### src/rtl/lbm_sweep_controller_pkg.sv
// Shared definitions for the lattice-Boltzmann step sequencer: command word
// layout, FSM state encoding and the host read window helper.
package lbm_sweep_controller_pkg;

  localparam int DATA_WIDTH = 16;
  localparam int RD_BIT     = DATA_WIDTH - 1;
  localparam int RUN_BIT    = DATA_WIDTH - 2;
  localparam int STEP_BIT   = DATA_WIDTH - 3;

  typedef enum logic [2:0] {
    ST_IDLE    = 3'd0,
    ST_START   = 3'd1,
    ST_STREAM  = 3'd2,
    ST_COLLIDE = 3'd3,
    ST_DRAIN   = 3'd4,
    ST_HOLD    = 3'd5
  } state_e;

  // Host may only read the macroscopic buffer while no write-back can occur.
  function automatic logic host_window(input state_e st);
    host_window = (st == ST_IDLE) || (st == ST_HOLD);
  endfunction

endpackage

### src/rtl/lbm_gpio_cmd_decode.sv
// Decodes the GPIO command word: registered run level, step rising edge,
// and a range-checked host read request.
module lbm_gpio_cmd_decode
  import lbm_sweep_controller_pkg::*;
#(
  parameter int NODES = 400,
  parameter int IDX_W = 9
) (
  input  logic                  clk,
  input  logic                  rst,
  input  logic [DATA_WIDTH-1:0] gpio,
  output logic                  run,
  output logic                  step_req,
  output logic                  rd_req,
  output logic [IDX_W-1:0]      rd_idx
);

  localparam logic [IDX_W:0] NODES_L = (IDX_W + 1)'(NODES);

  logic run_r;
  logic step_cur_r;
  logic step_prev_r;
  logic gpio_unused_s;

  // Command bit sampling; step history feeds the edge detector
  always_ff @(posedge clk or negedge rst) begin
    if (!rst) begin
      run_r       <= 1'b0;
      step_cur_r  <= 1'b0;
      step_prev_r <= 1'b0;
    end else begin
      run_r       <= gpio[RUN_BIT];
      step_cur_r  <= gpio[STEP_BIT];
      step_prev_r <= step_cur_r;
    end
  end

  assign run      = run_r;
  assign step_req = step_cur_r & ~step_prev_r;

  // Read path stays combinational here; the top registers the grant.
  assign rd_idx        = gpio[IDX_W-1:0];
  assign rd_req        = gpio[RD_BIT] & ({1'b0, rd_idx} < NODES_L);
  assign gpio_unused_s = ^gpio[STEP_BIT-1:IDX_W];

endmodule

### src/rtl/lbm_sweep_controller.sv
// Lattice-Boltzmann step sequencer: stream, collide every node under
// ready/valid, drain the collider pipeline, then open a host read window.
module lbm_sweep_controller
  import lbm_sweep_controller_pkg::*;
#(
  parameter int NODES        = 400,
  parameter int IDX_W        = 9,
  parameter int DRAIN_CYCLES = 6
) (
  input  logic                  clk,
  input  logic                  rst,
  input  logic [DATA_WIDTH-1:0] GPIOi,
  output logic                  streamer_start,
  input  logic                  streamer_done,
  output logic                  collider_valid,
  output logic [IDX_W-1:0]      collider_idx,
  input  logic                  collider_ready,
  output logic                  in_collision_state,
  output logic                  host_rd_en,
  output logic [IDX_W-1:0]      host_rd_idx,
  output logic                  busy,
  output logic [DATA_WIDTH-1:0] step_count
);

  localparam int DRAIN_W = (DRAIN_CYCLES > 1) ? $clog2(DRAIN_CYCLES) : 1;
  localparam logic [IDX_W-1:0]   LAST_NODE  = IDX_W'(NODES - 1);
  localparam logic [DRAIN_W-1:0] DRAIN_LOAD = DRAIN_W'(DRAIN_CYCLES - 1);

  state_e                state_r;
  state_e                next_state_s;
  logic [IDX_W-1:0]      node_cnt_r;
  logic [IDX_W-1:0]      node_cnt_next_s;
  logic [DRAIN_W-1:0]    drain_cnt_r;
  logic [DRAIN_W-1:0]    drain_cnt_next_s;
  logic [DATA_WIDTH-1:0] step_count_next_s;
  logic                  run_s;
  logic                  step_req_s;
  logic                  rd_req_s;
  logic [IDX_W-1:0]      rd_idx_s;
  logic                  start_req_s;

  lbm_gpio_cmd_decode #(
    .NODES (NODES),
    .IDX_W (IDX_W)
  ) u_cmd (
    .clk      (clk),
    .rst      (rst),
    .gpio     (GPIOi),
    .run      (run_s),
    .step_req (step_req_s),
    .rd_req   (rd_req_s),
    .rd_idx   (rd_idx_s)
  );

  assign start_req_s = run_s | step_req_s;

  // Next-state and counter update logic
  always_comb begin
    next_state_s      = state_r;
    node_cnt_next_s   = node_cnt_r;
    drain_cnt_next_s  = drain_cnt_r;
    step_count_next_s = step_count;
    case (state_r)
      ST_IDLE: begin
        if (start_req_s) begin
          next_state_s = ST_START;
        end else begin
          next_state_s = ST_IDLE;
        end
      end
      ST_START: begin
        next_state_s    = ST_STREAM;
        node_cnt_next_s = {IDX_W{1'b0}};
      end
      ST_STREAM: begin
        if (streamer_done) begin
          next_state_s = ST_COLLIDE;
        end else begin
          next_state_s = ST_STREAM;
        end
      end
      ST_COLLIDE: begin
        // Offer is always valid in this state, so ready alone means accepted.
        if (collider_ready) begin
          if (node_cnt_r == LAST_NODE) begin
            next_state_s     = ST_DRAIN;
            drain_cnt_next_s = DRAIN_LOAD;
          end else begin
            node_cnt_next_s = node_cnt_r + 1'b1;
          end
        end else begin
          node_cnt_next_s = node_cnt_r;
        end
      end
      ST_DRAIN: begin
        if (drain_cnt_r == {DRAIN_W{1'b0}}) begin
          next_state_s      = ST_HOLD;
          step_count_next_s = step_count + 1'b1;
        end else begin
          drain_cnt_next_s = drain_cnt_r - 1'b1;
        end
      end
      ST_HOLD: begin
        if (start_req_s) begin
          next_state_s = ST_START;
        end else begin
          next_state_s = ST_IDLE;
        end
      end
      default: begin
        next_state_s = ST_IDLE;
      end
    endcase
  end

  // State, counters and registered outputs, all decoded from the next state
  always_ff @(posedge clk or negedge rst) begin
    if (!rst) begin
      state_r            <= ST_IDLE;
      node_cnt_r         <= {IDX_W{1'b0}};
      drain_cnt_r        <= {DRAIN_W{1'b0}};
      step_count         <= {DATA_WIDTH{1'b0}};
      streamer_start     <= 1'b0;
      collider_valid     <= 1'b0;
      collider_idx       <= {IDX_W{1'b0}};
      in_collision_state <= 1'b0;
      busy               <= 1'b0;
      host_rd_en         <= 1'b0;
      host_rd_idx        <= {IDX_W{1'b0}};
    end else begin
      state_r            <= next_state_s;
      node_cnt_r         <= node_cnt_next_s;
      drain_cnt_r        <= drain_cnt_next_s;
      step_count         <= step_count_next_s;
      streamer_start     <= (next_state_s == ST_START);
      collider_valid     <= (next_state_s == ST_COLLIDE);
      collider_idx       <= (next_state_s == ST_COLLIDE) ? node_cnt_next_s : {IDX_W{1'b0}};
      in_collision_state <= (next_state_s == ST_COLLIDE) || (next_state_s == ST_DRAIN);
      busy               <= (next_state_s != ST_IDLE);
      // Gated by both sides of the transition so a grant never overlaps write-back.
      host_rd_en         <= rd_req_s & host_window(state_r) & host_window(next_state_s);
      host_rd_idx        <= rd_idx_s;
    end
  end

endmodule

### config.mk
export PLATFORM = sky130hd
export DESIGN_NAME = lbm_sweep_controller
export DESIGN_NICKNAME = d
export VERILOG_FILES = /design/src/rtl/lbm_sweep_controller_pkg.sv /design/src/rtl/lbm_gpio_cmd_decode.sv /design/src/rtl/lbm_sweep_controller.sv
export SDC_FILE = /design/constraint.sdc
export NUM_CORES = 1
export LEC_CHECK = 0
export CORE_MARGIN = 5
export CORE_UTILIZATION = 49
export CTS_CLUSTER_SIZE = 14
export DETAILED_ROUTE_END_ITERATION = 16
export PLACE_DENSITY = 0.9
export SLEW_MARGIN = 10
export SYNTH_ARGS = -nofsm -noshare
export SYNTH_HDL_FRONTEND = slang
export SYNTH_SLANG_ARGS = --single-unit
### constraint.sdc
create_clock -name clk -period 2.4 [get_ports clk]
set_clock_uncertainty 0.1 [all_clocks]
set_input_delay 0.72 -clock clk [delete_from_list [all_inputs] [get_ports clk]]
set_output_delay 0.72 -clock clk [all_outputs]
set_load 0.01 [all_outputs]
==> impl_metrics.yaml <==
cts:
  cts_resized: 0
  root_buffer: "clkbuf_8"
  ctsHoldBuffers: 0
  cts_max_level: 3
  cts_sinks: 57
  cts_tree: "yes"
  clk_pin_slew_ns: 0.06
  clockBufferDepth: 2
  cts_buffers: 9
  postCtsSetupRepairBufs: 0
  clock_latency_ns: 0.32
layout:
  drive_above_1_share: 0.120
  final_common_cell: "dfrtp_1"
  multi_input_area_um2: 963
  final_cell_mix: "dfrtp_1 (57), clkdlybuf4s50_1 (53), nand2_1 (23)"
  register_area_um2: 1430
  antenna_cells: 0
  nFillCells: 349
  syn_to_final_growth_pct: 32.4
  layout.nets: 294
sta:
  tns_ns: 0
  max_freq_ghz: 0.462
  worstMarginPinSlew_ns: 0.418
  finalCritPeriodShare: 0.901
  post-route-min-period_ns: 2.16
  hold_violations: 0
  finalSetupViolCount: 0
  setup_slack_ns: 0.237
  drv_slew: 0
  rsz0062_at_grt: "no"
  slew_headroom: 0.718
die:
  dieArea_um2: 6530
  pin_count: 59
  die_x_um: 80.8
  rows: 25
  chipHeight_um: 80.8
  initial_core_util: 0.514
  core_area_um2: 4790
detailed_routing:
  drcViolationCount: 0
  ant_nets: 0
  wire_per_inst_um: 14.1
  drt_iter0_markers: 88
  drt-pass1-iter-count: 5
  wirelength_um: 4810
  num_vias: 1766
  viasPerCell: 5.16
setup_path:
  cp_max_fo: 6
  r2r_start: "node_cnt_r[4]"
  worst-path-buf-inv: 1
  end_kind: "output pin"
  critPathTopFamily: "buffers and inverters"
  crit_type: "reg -> out"
  start_kind: "register"
  arrival_ns: 1.34
  max_stage_delay_ns: 0.58
  worstPathRequired_ns: 1.58
  crit_chain: "clkdlybuf4s50_1"
  startpoint: "step_count[3]"
  crit_slowest_cell: "clkdlybuf4s50_1"
placed_design:
  place.gp.congestion: 0.854
  port-buffer-count: 54
  pre_cts_ws_ns: -0.0175
  dp_hpwl_um: 3420
logic_synthesis:
  netlist_area_um2: 2460
  synth_edf_count: 0
  ys_types: 48
  synth.avg_cell_area_um2: 11.9
  syn-instance-count: 207
  async_flop_share: 1.00
  syn_nets: 231
  synth_flop_cell: "dfrtp_1"
  ys_ff_latch: 57
  yosysSeqAreaShare: 0.580
  synth_warnings: 0
global_route:
  grt_first_pass_wirelength_um: 8040
  grt_pass1_vias: 1704
  grt_max_degree: 58
  antenna_found_initial: 0
  grt-ovfl-total: 0
  grt_use_total: 0.163
run_status:
  status: "finished clean"
power_and_ir_drop:
  leakage_uw: 0.00144
  power.density_nw_per_um2: 816
  ir_worst_vdd_mv: 0.651
hold_path:
  hp-class: "reg -> reg"
  hold_start: "u_cmd.step_cur_r"
job:
  drv_cap: 0
final cells by class:
| type | count | share of cell area |
|---|---|---|
| tap | 67 | 0.0257 |
| clock buffer | 13 | 0.0488 |
| multi-input combinational | 135 | 0.296 |
| clock inverter | 3 | 0.00461 |
| sequential | 57 | 0.438 |
| timing repair buffer | 57 | 0.175 |
| inverter | 10 | 0.0115 |
worst paths after layout:
kind / slack, ns / end / depth (start not counted)
max: 0.24 / step_count[3] / 1
min: 0.28 / u_cmd.step_prev_r / 0
max reg2reg: 0.49 / collider_idx[2] / 5
min reg2reg: 0.28 / u_cmd.step_prev_r / 0
max in group asynchronous: 1.66 / collider_idx[8] / 2
min in group asynchronous: 0.29 / collider_idx[3] / 2
registers in the layout (all words and copies together), names as in the netlist, 3 cells and up:
| name | cells |
|---|---|
| host_rd_idx | 9 |
| collider_idx | 9 |
| state_r | 3 |
| node_cnt_r | 9 |
| step_count | 16 |
| drain_cnt_r | 3 |
synthesized netlist by cell type, types with 2 or more instances:
library cell  number  share of area
clkbuf_1           2         0.0031
inv_1              9          0.014
nand2b_1           2         0.0051
nor3_1             6          0.012
nor3_2             3          0.012
xor2_1            11          0.039
o21ai_0            3         0.0061
mux2i_1            5          0.020
a21oi_1            5          0.010
mux2_2             2         0.0092
nor2_1             9          0.014
nand4_1            4          0.010
nor2b_1            2         0.0051
dfrtp_1           57           0.58
a211o_1            2         0.0071
a211oi_1           2         0.0061
nand3b_1           3         0.0092
nand3_1            8          0.016
and2_1             7          0.018
xnor2_1            7          0.025
ha_1               4          0.020
nand2_1           23          0.035
and3_1             2         0.0051
and4_1             3          0.011
o311ai_0           2         0.0071
nor4_1             2         0.0051
worst reg2reg max path, stage by stage, from the launching register on:
cell and delay (ns):
dfrtp_1 0.46, nor4b_4 0.46, and3_1 0.29, o32a_2 0.25, inv_2 0.09, and2_1 0.16
layer usage:
metal / wire length [um] / vias up / GRT usage
li1: - / 860 / -
met1: 2180 / 848 / 0.212
met2: 2270 / 48 / 0.244
met3: 244 / 10 / 0.0421
met4: 119 / 0 / 0.0997
met5: 0 / - / 0
stage by stage:
| stage | instance area (um2) | util | std cells | power, uW | hold WS [ns] |
|---|---|---|---|---|---|
| floorplan | 2460 | - | 207 | 1590 | 0.255 |
| global placement | 3080 | 0.644 | 326 | 1870 | 0.265 |
| detailed placement | 3080 | 0.644 | 326 | 1890 | 0.274 |
| CTS | 3260 | 0.680 | 342 | 2680 | 0.287 |
| global route | 3260 | 0.680 | 342 | 2820 | 0.299 |
| finish | 3260 | 0.680 | 342 | 2660 | 0.281 |
cells by family (layout without fill, tap and decap cells):
family                   Yosys count  after routing  share of synthesized area
AND/OR/NAND/NOR                   83             83                      0.207
multiplexers                       7              7                     0.0295
adder cells (fa/ha/maj)            4              4                     0.0204
buffers and inverters             15             83                     0.0280
AO/OA/AOI/OAI                     23             23                     0.0707
XOR/XNOR                          18             18                     0.0641
flip-flops                        57             57                      0.580
report_power, final:
part           total, uW  switching, uW  internal (uW)
Clock                776            350            426
Combinational        604            282            321
Sequential          1280            150           1130
Total               2660            782           1870
Power figures use the tool's default switching activity.
